File: config.mk
export PLATFORM = sky130hd
export DESIGN_NAME = sa_tile_scheduler
export DESIGN_NICKNAME = d
export VERILOG_FILES = /design/src/rtl/sa_pkg.sv /design/src/rtl/sa_tile_divider.sv /design/src/rtl/sa_tile_scheduler.sv
export SDC_FILE = /design/constraint.sdc
export NUM_CORES = 1
export LEC_CHECK = 0
export ABC_AREA = 1
export ABC_CLOCK_PERIOD_IN_PS = 9550
export CAP_MARGIN = 15
export CORE_ASPECT_RATIO = 0.8
export CORE_MARGIN = 1.5
export CORE_UTILIZATION = 35
export DETAILED_ROUTE_END_ITERATION = 16
export GPL_TIMING_DRIVEN = 0
export SYNTH_ARGS = -nofsm -noshare
export SYNTH_HDL_FRONTEND = slang
export SYNTH_SLANG_ARGS = --single-unit
File: constraint.sdc
create_clock -name clk -period 9.55 [get_ports clk]
set_input_delay 0.955 -clock clk [delete_from_list [all_inputs] [get_ports clk]]
set_output_delay 0.955 -clock clk [all_outputs]
set_load 0.01 [all_outputs]
File: src/rtl/sa_pkg.sv
`default_nettype none
// ============================================================================
//  Module   : sa_pkg
//  Purpose  : Shared definitions for the output-stationary systolic array:
//             array geometry, tile-scheduler state encoding and the tile
//             command record used by the scheduler, feeder and drain blocks.
//  Revision : 1.0 - initial release
// ============================================================================
package sa_pkg;

    // Array geometry: P rows (M and N tile limit), Q columns (L tile limit).
    localparam int P     = 8;
    localparam int Q     = 8;
    localparam int DIM_W = 8;

    // Scheduler state encoding.
    localparam int ST_W = 2;
    localparam logic [ST_W-1:0] c_ST_IDLE  = 2'd0;
    localparam logic [ST_W-1:0] c_ST_SETUP = 2'd1;
    localparam logic [ST_W-1:0] c_ST_ISSUE = 2'd2;
    localparam logic [ST_W-1:0] c_ST_FIN   = 2'd3;

    // One tile command as seen by the feeder and drain logic.
    typedef struct packed {
        logic [DIM_W-1:0] m_off;
        logic [DIM_W-1:0] n_off;
        logic [DIM_W-1:0] l_off;
        logic [DIM_W-1:0] m_size;
        logic [DIM_W-1:0] n_size;
        logic [DIM_W-1:0] l_size;
        logic             acc_clr;
        logic             wb;
        logic             last;
    } tile_cmd_t;

endpackage
`default_nettype wire

File: src/rtl/sa_tile_divider.sv
`default_nettype none
// ============================================================================
//  Module   : sa_tile_divider
//  Purpose  : Balanced partition of one matrix dimension. Counts tiles as
//             ceil(dim/limit) by repeated subtraction, then splits dim into
//             base = dim/cnt and remx = dim%cnt, also by repeated subtraction.
//  Revision : 1.0 - initial release
// ============================================================================
module sa_tile_divider #(
    parameter int DIM_W = 8
) (
    input  logic             clk,
    input  logic             rst,
    input  logic             start,
    input  logic [DIM_W-1:0] dim,
    input  logic [DIM_W-1:0] limit,
    output logic [DIM_W-1:0] cnt,
    output logic [DIM_W-1:0] base,
    output logic [DIM_W-1:0] remx,
    output logic             ready
);

    localparam logic [1:0]       c_DV_IDLE  = 2'd0;
    localparam logic [1:0]       c_DV_COUNT = 2'd1;
    localparam logic [1:0]       c_DV_SPLIT = 2'd2;
    localparam logic [1:0]       c_DV_DONE  = 2'd3;
    localparam logic [DIM_W-1:0] c_ONE      = DIM_W'(1);

    logic [1:0]       r_state;
    logic [1:0]       w_state_nx;
    logic [DIM_W-1:0] r_dim;
    logic [DIM_W-1:0] r_rem;
    logic [DIM_W-1:0] r_cnt;
    logic [DIM_W-1:0] r_base;
    logic [DIM_W-1:0] r_remx;
    logic             r_ready;
    logic [DIM_W-1:0] w_step;
    logic             w_split_end;

    // Each counting step removes one full tile, or whatever is left.
    assign w_step      = (r_rem < limit) ? r_rem : limit;
    // A zero count can only come from a zero dim; finish rather than spin.
    assign w_split_end = (r_cnt == '0) || (r_rem < r_cnt);

    // State register.
    always_ff @(posedge clk) begin
        if (rst) begin
            r_state <= c_DV_IDLE;
        end else begin
            r_state <= w_state_nx;
        end
    end

    // Next-state: count phase, then split phase, then hold results.
    always_comb begin
        w_state_nx = r_state;
        if (start) begin
            w_state_nx = c_DV_COUNT;
        end else begin
            case (r_state)
                c_DV_COUNT: if (r_rem == '0) w_state_nx = c_DV_SPLIT;
                c_DV_SPLIT: if (w_split_end) w_state_nx = c_DV_DONE;
                default:    w_state_nx = r_state;
            endcase
        end
    end

    // Subtract-based datapath; a start pulse restarts from the new dim.
    always_ff @(posedge clk) begin
        if (rst) begin
            r_dim   <= '0;
            r_rem   <= '0;
            r_cnt   <= '0;
            r_base  <= '0;
            r_remx  <= '0;
            r_ready <= 1'b0;
        end else if (start) begin
            r_dim   <= dim;
            r_rem   <= dim;
            r_cnt   <= '0;
            r_base  <= '0;
            r_remx  <= '0;
            r_ready <= 1'b0;
        end else begin
            case (r_state)
                c_DV_COUNT: begin
                    if (r_rem == '0) begin
                        r_rem <= r_dim;
                    end else begin
                        r_rem <= r_rem - w_step;
                        r_cnt <= r_cnt + c_ONE;
                    end
                end
                c_DV_SPLIT: begin
                    if (w_split_end) begin
                        r_remx  <= r_rem;
                        r_ready <= 1'b1;
                    end else begin
                        r_rem  <= r_rem - r_cnt;
                        r_base <= r_base + c_ONE;
                    end
                end
                default: ;
            endcase
        end
    end

    assign cnt   = r_cnt;
    assign base  = r_base;
    assign remx  = r_remx;
    assign ready = r_ready;

endmodule
`default_nettype wire

File: src/rtl/sa_tile_scheduler.sv
`default_nettype none
// ============================================================================
//  Module   : sa_tile_scheduler
//  Purpose  : Tile sequencer for the PxQ output-stationary systolic array.
//             Partitions M, N, L into balanced tiles and issues one command
//             per (m,l,n) tile, n innermost, over a valid/ready handshake.
//  Revision : 1.0 - initial release
// ============================================================================
module sa_tile_scheduler #(
    parameter int P     = sa_pkg::P,
    parameter int Q     = sa_pkg::Q,
    parameter int DIM_W = sa_pkg::DIM_W
) (
    input  logic             clk,
    input  logic             rst,
    input  logic             start,
    input  logic [DIM_W-1:0] cfg_m,
    input  logic [DIM_W-1:0] cfg_n,
    input  logic [DIM_W-1:0] cfg_l,
    output logic             busy,
    output logic             done,
    output logic             cfg_err,
    output logic             cmd_valid,
    input  logic             cmd_ready,
    output logic [DIM_W-1:0] cmd_m_off,
    output logic [DIM_W-1:0] cmd_n_off,
    output logic [DIM_W-1:0] cmd_l_off,
    output logic [DIM_W-1:0] cmd_m_size,
    output logic [DIM_W-1:0] cmd_n_size,
    output logic [DIM_W-1:0] cmd_l_size,
    output logic             cmd_acc_clr,
    output logic             cmd_wb,
    output logic             cmd_last
);

    import sa_pkg::*;

    localparam logic [DIM_W-1:0] c_ONE    = DIM_W'(1);
    localparam logic [DIM_W-1:0] c_LIM_MN = DIM_W'(P);
    localparam logic [DIM_W-1:0] c_LIM_L  = DIM_W'(Q);

    // Size of tile idx: the first remx tiles carry one extra element.
    function automatic logic [DIM_W-1:0] f_tile_size(
        input logic [DIM_W-1:0] b,
        input logic [DIM_W-1:0] rx,
        input logic [DIM_W-1:0] idx
    );
        f_tile_size = (idx < rx) ? (b + c_ONE) : b;
    endfunction

    logic [ST_W-1:0]  r_state;
    logic [ST_W-1:0]  w_state_nx;

    logic             w_accept;
    logic             w_cfg_zero;
    logic             w_div_start;
    logic             w_all_ready;
    logic             w_load_first;
    logic             w_hs;
    logic             w_advance;

    logic [DIM_W-1:0] w_cnt_m, w_cnt_n, w_cnt_l;
    logic [DIM_W-1:0] w_base_m, w_base_n, w_base_l;
    logic [DIM_W-1:0] w_remx_m, w_remx_n, w_remx_l;
    logic             w_rdy_m, w_rdy_n, w_rdy_l;

    logic [DIM_W-1:0] r_m_idx, r_n_idx, r_l_idx;
    logic [DIM_W-1:0] r_m_off, r_n_off, r_l_off;
    logic [DIM_W-1:0] r_m_size, r_n_size, r_l_size;
    logic             r_valid;
    logic             r_acc_clr;
    logic             r_wb;
    logic             r_last;
    logic             r_busy;
    logic             r_done;
    logic             r_cfg_err;

    logic             w_n_wrap, w_l_wrap;
    logic [DIM_W-1:0] w_m_idx_sel, w_n_idx_sel, w_l_idx_sel;
    logic [DIM_W-1:0] w_m_off_sel, w_n_off_sel, w_l_off_sel;

    assign w_accept     = (r_state == c_ST_IDLE) && start;
    assign w_cfg_zero   = (cfg_m == '0) || (cfg_n == '0) || (cfg_l == '0);
    assign w_div_start  = w_accept && !w_cfg_zero;
    assign w_all_ready  = w_rdy_m && w_rdy_n && w_rdy_l;
    assign w_load_first = (r_state == c_ST_SETUP) && w_all_ready;
    assign w_hs         = r_valid && cmd_ready;
    assign w_advance    = w_hs && !r_last;

    // The dividers latch the configuration on the accept edge.
    sa_tile_divider #(.DIM_W(DIM_W)) u_div_m (
        .clk(clk), .rst(rst), .start(w_div_start), .dim(cfg_m), .limit(c_LIM_MN),
        .cnt(w_cnt_m), .base(w_base_m), .remx(w_remx_m), .ready(w_rdy_m)
    );

    sa_tile_divider #(.DIM_W(DIM_W)) u_div_n (
        .clk(clk), .rst(rst), .start(w_div_start), .dim(cfg_n), .limit(c_LIM_MN),
        .cnt(w_cnt_n), .base(w_base_n), .remx(w_remx_n), .ready(w_rdy_n)
    );

    sa_tile_divider #(.DIM_W(DIM_W)) u_div_l (
        .clk(clk), .rst(rst), .start(w_div_start), .dim(cfg_l), .limit(c_LIM_L),
        .cnt(w_cnt_l), .base(w_base_l), .remx(w_remx_l), .ready(w_rdy_l)
    );

    // State register.
    always_ff @(posedge clk) begin
        if (rst) begin
            r_state <= c_ST_IDLE;
        end else begin
            r_state <= w_state_nx;
        end
    end

    // Next-state: IDLE -> SETUP -> ISSUE -> FIN -> IDLE.
    always_comb begin
        w_state_nx = r_state;
        case (r_state)
            c_ST_IDLE:  if (w_div_start)     w_state_nx = c_ST_SETUP;
            c_ST_SETUP: if (w_all_ready)     w_state_nx = c_ST_ISSUE;
            c_ST_ISSUE: if (w_hs && r_last)  w_state_nx = c_ST_FIN;
            c_ST_FIN:                        w_state_nx = c_ST_IDLE;
            default:                         w_state_nx = c_ST_IDLE;
        endcase
    end

    // Next tile position: n steps every handshake, l on n wrap, m on l wrap.
    // The first command of a job selects tile (0,0,0).
    always_comb begin
        w_n_wrap    = (r_n_idx == (w_cnt_n - c_ONE));
        w_l_wrap    = (r_l_idx == (w_cnt_l - c_ONE));

        w_n_idx_sel = w_n_wrap ? '0 : (r_n_idx + c_ONE);
        w_n_off_sel = w_n_wrap ? '0 : (r_n_off + r_n_size);

        w_l_idx_sel = r_l_idx;
        w_l_off_sel = r_l_off;
        if (w_n_wrap) begin
            w_l_idx_sel = w_l_wrap ? '0 : (r_l_idx + c_ONE);
            w_l_off_sel = w_l_wrap ? '0 : (r_l_off + r_l_size);
        end

        w_m_idx_sel = r_m_idx;
        w_m_off_sel = r_m_off;
        if (w_n_wrap && w_l_wrap) begin
            w_m_idx_sel = r_m_idx + c_ONE;
            w_m_off_sel = r_m_off + r_m_size;
        end

        if (w_load_first) begin
            w_m_idx_sel = '0;
            w_n_idx_sel = '0;
            w_l_idx_sel = '0;
            w_m_off_sel = '0;
            w_n_off_sel = '0;
            w_l_off_sel = '0;
        end
    end

    // Command payload, handshake and status registers.
    always_ff @(posedge clk) begin
        if (rst) begin
            r_m_idx   <= '0;
            r_n_idx   <= '0;
            r_l_idx   <= '0;
            r_m_off   <= '0;
            r_n_off   <= '0;
            r_l_off   <= '0;
            r_m_size  <= '0;
            r_n_size  <= '0;
            r_l_size  <= '0;
            r_valid   <= 1'b0;
            r_acc_clr <= 1'b0;
            r_wb      <= 1'b0;
            r_last    <= 1'b0;
            r_busy    <= 1'b0;
            r_done    <= 1'b0;
            r_cfg_err <= 1'b0;
        end else begin
            r_cfg_err <= w_accept && w_cfg_zero;
            r_done    <= w_hs && r_last;

            if (w_div_start) begin
                r_busy <= 1'b1;
            end else if (r_state == c_ST_FIN) begin
                r_busy <= 1'b0;
            end

            if (w_load_first || w_advance) begin
                r_m_idx   <= w_m_idx_sel;
                r_n_idx   <= w_n_idx_sel;
                r_l_idx   <= w_l_idx_sel;
                r_m_off   <= w_m_off_sel;
                r_n_off   <= w_n_off_sel;
                r_l_off   <= w_l_off_sel;
                r_m_size  <= f_tile_size(w_base_m, w_remx_m, w_m_idx_sel);
                r_n_size  <= f_tile_size(w_base_n, w_remx_n, w_n_idx_sel);
                r_l_size  <= f_tile_size(w_base_l, w_remx_l, w_l_idx_sel);
                r_acc_clr <= (w_n_idx_sel == '0);
                r_wb      <= (w_n_idx_sel == (w_cnt_n - c_ONE));
                r_last    <= (w_m_idx_sel == (w_cnt_m - c_ONE)) &&
                             (w_l_idx_sel == (w_cnt_l - c_ONE)) &&
                             (w_n_idx_sel == (w_cnt_n - c_ONE));
                r_valid   <= 1'b1;
            end else if (w_hs) begin
                r_valid   <= 1'b0;
            end
        end
    end

    assign busy        = r_busy;
    assign done        = r_done;
    assign cfg_err     = r_cfg_err;
    assign cmd_valid   = r_valid;
    assign cmd_m_off   = r_m_off;
    assign cmd_n_off   = r_n_off;
    assign cmd_l_off   = r_l_off;
    assign cmd_m_size  = r_m_size;
    assign cmd_n_size  = r_n_size;
    assign cmd_l_size  = r_l_size;
    assign cmd_acc_clr = r_acc_clr;
    assign cmd_wb      = r_wb;
    assign cmd_last    = r_last;

endmodule
`default_nettype wire

# After elaboration in Yosys (flattened, before gate mapping)
# Index checks and enable logic that the tools add are counted.
# classes
n_addsub,21
mul,0
div_mod_pow,0
magnitude_cmp,9
n_eq_ne,32
shifts,0
mux,52
bitwise,6
n_reduce_logical,63
# ops
cell,count
2-to-1 mux 8 bit,29
zero test 8 bit,10
"adder 8 x 1 -> 8 bit, second input constant",9
less-than comparator 8 bit,6
one-hot mux 8 bit (2 select lines),3
subtractor 8 bit,6
== test 8 bit,5
AND reduction 2 bit,14
adder 8 bit,3
"less-than comparator 8 x 4 -> 1 bit, second input constant",3
"subtractor 8 x 1 -> 8 bit, second input constant",3
AND reduction 3 bit,7
2-to-1 mux 2 bit,9
"inequality test 3 x 1 -> 1 bit, second input constant",6
"inequality test 2 x 1 -> 1 bit, second input constant",7
nonzero test 2 bit,7
logical AND 1 bit,12
one-hot mux 2 bit (2 select lines),3
"== test 2 bit, second input constant",5
"inequality test 3 x 2 -> 1 bit, second input constant",3
nonzero test 3 bit,3
"== test 2 x 1 -> 1 bit, second input constant",4
one-hot mux 2 bit (4 select lines),1
2-to-1 mux 1 bit,7
6 further kinds,18
# word_totals
register_bits,210
latch_bits,0
ramBits,0
romBits,0
input_bits,28
out_inout_bits,55
elab_cells,224
mem_count,0

# Longest topological paths before layout
# logic_depth
ltp_word,8
depth_mapped,28
ltp_nobuf,27

# By module
# Synthesis repeated with hierarchy kept, for this count alone.
# unflattened
cells_unflattened,2337
area_unflattened_um2,15847.7
# by_module_without_submodules
mod,instances,cells_each,area_per_inst_um2,seq_area_each_um2
sa_tile_scheduler,1,1142,7065.5,1621.6
sa_tile_divider at u_div_l ...,2,398,2964.1,860.8
sa_tile_divider at u_div_n,1,399,2854.0,860.8

# Worst setup path after synthesis
# No wires, ideal clock.
# synth_timing
kind,register to register
startpoint,register u_div_l.r_cnt[0] (netlist: u_div_l.cnt[0])
endpoint,register r_l_size[3] (netlist: cmd_l_size[3])
setup_time_ns,0.117
t_arrival_ns,3.422
required_ns,9.433
setup_slack_ns,6.011
stages_incl_launch_ff,25
path_buffers,1
period_less_slack_ns,3.539
cell_sequence,dfxtp_1 > inv_1 > ha_1 > inv_1 > nand2_1 > nand3_1 > nand2_1 > nor2_1 > nand2_1 > nor2_1 > nand2_1 > nor2_4 > buf_6 > o21ai_0 > nand3_1 > inv_1 > ha_1 > a21oi_1 > nor2_1 > a211oi_1 > nand2_4 > nand2_1 > nand2_1 > nor2_1 > nor2_1
# synth_between
elab_chain_len,7
# synth_rtl
element,line_no,source
"start, declared",sa_tile_divider.sv:33,logic [DIM_W-1:0] r_cnt;
"start signal, assigned",sa_tile_divider.sv:91,r_cnt <= r_cnt + c_ONE;
subtractor 8 x 1 -> 8 bit,sa_tile_scheduler.sv:131,w_l_wrap = (r_l_idx == (w_cnt_l - c_ONE));
== test 8 bit,sa_tile_scheduler.sv:131,
2-to-1 mux 8 bit,sa_tile_scheduler.sv:139,w_l_idx_sel = w_l_wrap ? '0 : (r_l_idx + c_ONE);
2-to-1 mux 8 bit,sa_tile_scheduler.sv:138,if (w_n_wrap) begin
2-to-1 mux 8 bit,sa_tile_scheduler.sv:150,if (w_load_first) begin
via w_l_idx_sel[5],sa_tile_scheduler.sv:79,"logic [DIM_W-1:0] w_m_idx_sel, w_n_idx_sel, w_l_idx_sel;"
less-than comparator 8 bit,sa_tile_scheduler.sv:48,f_tile_size = (idx < rx) ? (b + c_ONE) : b;
2-to-1 mux 8 bit,sa_tile_scheduler.sv:48,
"end signal, assigned",sa_tile_scheduler.sv:198,"r_l_size <= f_tile_size(w_base_l, w_remx_l, w_l_idx_sel);"
"end, declared",sa_tile_scheduler.sv:69,"logic [DIM_W-1:0] r_m_size, r_n_size, r_l_size;"
# The timed path passes the listed nets, and every way through them passes these cells.
# A chain may end at the register's enable or synchronous reset.

# Worst setup path after layout
# layout_timing
startpoint,input cfg_m[0]
endpoint,register u_div_n.r_remx[6] (netlist: u_div_n.remx[6])
# layout_between
elab_chain_len,6
# layout_rtl
element,line_no,source
"start, declared",sa_tile_scheduler.sv:17,"input logic [DIM_W-1:0] cfg_m,"
zero test 8 bit,sa_tile_scheduler.sv:83,assign w_cfg_zero = (cfg_m == '0) || (cfg_n == '0) || (cfg_l == '0);
logical OR 1 bit (2 in a row),sa_tile_scheduler.sv:83,
zero test 1 bit,sa_tile_scheduler.sv:84,assign w_div_start = w_accept && !w_cfg_zero;
logical AND 1 bit,sa_tile_scheduler.sv:84,
OR reduction 2 bit (no source line),-,
"end signal, assigned",sa_tile_divider.sv:96,r_remx <= r_rem;
"end, declared",sa_tile_divider.sv:35,logic [DIM_W-1:0] r_remx;
# Every way passes these cells.

==> run metrics <==
clk slew on worst S/H paths 0.06 ns; via density per instance 5.184; unrepaired setup endpoints after global routing false; Comb power frac 0.435; # rows between 60 and 70; max incr delay on CP about 0.98 ns; commonest non-fill, non-tap cells in the layout nand2_1, inv_1, dfxtp_1; Num CTS Buffers 24; initial DRC count approximately 1300; WP depth 12; Post-Synthesis Cells 2021; clock share of power 0.253; commonest non-fill, non-tap cell in the layout nand2_1; CP arrival 4.94 ns; Initial Util 0.3548; Layout Utilization 0.4116; FF+latch count, synth 210; area used by multi-input combinational logic 0.008025 mm^2; initial antenna violation count 1; Sw Share 0.4332; Power Dens Cells 222.8 mW/mm^2; FFs w/ async S/R, synth 0; largest net degree at the start of global routing 13; CTS tree yes; share of cells above drive strength 1 0.05082; FF/Latch Area 0.004204 mm^2; # hold bufs at CTS 0; first-pass GRT wire length 67920 um; Pins Over Slew Limit 0; critical path capture point type flop; worst min path class flop to flop; Synth top area share 0.3096; Syn Area/Cell around 6.7 um^2; sequential share of power 0.311; GPL Wtd Cong just under 0.9; Peak supply drop approximately 130 uV; die width 223.2 um; P_int 1.990 mW; hold slack final approximately 0.46 ns; Syn Std Cell Area 0.01358 mm^2; fin crit share 0.4678; total grt overflow 0; Nets 2258; I/O pin count 83; # H-tree levels 1; CP required roughly 10 ns; post-synth cell types 54; PnR worst setup slack around 5.1 ns; Die Y around 180 um; Inst Count DP between 2000 and 3000; postcts setup bufs 0; Setup Skew between 0.015 and 0.02 ns; Reg2Reg Depth 23; Non-Filler Instances approximately 2600; hold_sp u_div_l.remx[3]; minimum clock period roughly 4.5 ns; final setup fails 0; synth warn 0; clk sink count 210; Slew HR 0.2239; vias in the first global route approximately 13000; EDFF count, synth 0; cell type with the largest total area after synthesis dfxtp_1; FMAX about 220 MHz; max_cap viols 0; Final Hold Violating Endpoints 0; per-cell routed wire length roughly 16 um; Least-Margin Pin Slew 1.153 ns; FILL cells between 4000 and 5000; hold depth 2; CP max FO 10; die area about 0.040 mm^2; top_reg_cell synth dfxtp_1; Critical Path Slowest Stage Cell nor4_1; Initial DRT Pass Iterations 6; Port Buffer Count between 80 and 90; Reg2Reg Setup Slack 5.10 ns; sequential element share of the synthesized area 0.3096; CTS max path bufs 3; crit path from cfg_m[0]; top post-synthesis cells by area dfxtp_1, nand2_1, ha_1; via count 13690; clk root buf clkbuf_16; clock latency on the worst-skew pair 0.54 ns; pre-CTS setup slack 4.657 ns; Syn-to-layout area delta 16.03%; CTS resizes 0; Final ANT Viol Nets 0; dpl hpwl ~33000 um; setup TNS 0 ns; Leak 6.911 nW; critical path cell sequence clkdlybuf4s50_1 > nor4_1 > a22oi_1 > nand2_1 > nor2_1 > inv_1 > nand2_1 > inv_1 > clkbuf_1 > clkbuf_1 > o21ai_0 > a21oi_1; status finished, final reports clean; Net Switching about 1.5 mW; critical path class primary input to flop; WP buf/inv 5; reg2reg start u_div_l.cnt[0]; core area around 0.038 mm^2; Startpoint Class primary input; DRC Markers 0; Detailed Route WL roughly 43000 um; delay-heaviest family, CP buffers and inverters; Total Routing Usage GR 0.2138
per-stage QoR:
step           power [mW]  cell area (um^2)
2_1_floorplan       2.187             13590
3_3_place_gp        2.573             15030
3_5_place_dp        2.612             15030
4_1_cts             3.507             15750
5_1_grt             3.773             15750
6_report            3.511             15760
cell type report:
cell class                      count  share of cell area
Clock buffer                       37             0.04447
Clock inverter                      3            0.001350
Tap cell                          495             0.03931
Antenna cell                        1           0.0001588
Timing Repair Buffer               82             0.05209
Sequential cell                   210              0.2668
Buffer                             62             0.01660
Inverter                          293             0.06988
Multi-Input combinational cell   1458              0.5093
tightest hold or removal path, delay by kind of cell, from the launching register on:
kind | cells | cell delay [ns]
AOI/OAI and AO/OA | 1 | 0.05
DFF | 1 | 0.29
buffers and inverters | 1 | 0.06
worst paths after layout:
| path | end |
|---|---|
| worst max-delay path | u_div_n.remx[6] |
| worst max register to register | cmd_l_size[7] |
| worst min-delay path | u_div_l.remx[3] |
| worst min register to register | u_div_l.remx[3] |
cell usage after synthesis, types with 3 or more instances:
cell        n
a21oi_1   187
nor4_2      3
nor4_1      7
nor3b_1     3
nand4_1    36
fa_1        6
xnor2_1    11
nand3_2     4
buf_6       3
o21ai_0   141
nor3_1     24
nand3_1   145
nand3b_1    4
a21oi_2     3
ha_1       93
nor2_4      7
nand2_2    11
buf_1       4
xor2_1     51
nand2_1   471
o211ai_1   21
inv_2       6
nand2_4     7
o21bai_1    7
nor2_1    128
dfxtp_1   210
buf_2       5
o22ai_1    15
clkbuf_1   50
clkinv_1    5
or2_2      14
a211oi_1    7
nor2_2      8
a31oi_1    19
inv_1     281
power groups by stage:
stage	clock (mW)	sequential (mW)	combinational (mW)
floorplan	0	1.06	1.12
global placement	0	1.11	1.47
detailed placement	0	1.11	1.50
CTS	0.907	1.09	1.51
global route	0.942	1.10	1.73
finish	0.890	1.09	1.53
layer usage:
layer	GRT usage	vias up	part of all wire
met4	0.04478	0	0.018
li1	-	6855	-
met5	0	-	0
met2	0.3358	395	0.43
met1	0.3129	6384	0.50
met3	0.02458	56	0.059
cells by family after synthesis:
logic type      Yosys count  share of synthesized area
fa+ha+maj                99                    0.09454
xor+xnor                 62                    0.03999
other cells               1                  0.0002762
compound gates          417                     0.1679
flops                   210                     0.3096
buf+inv                 355                     0.1003
simple gates            877                     0.2874
No activity file was read; power rests on OpenSTA's default activity.
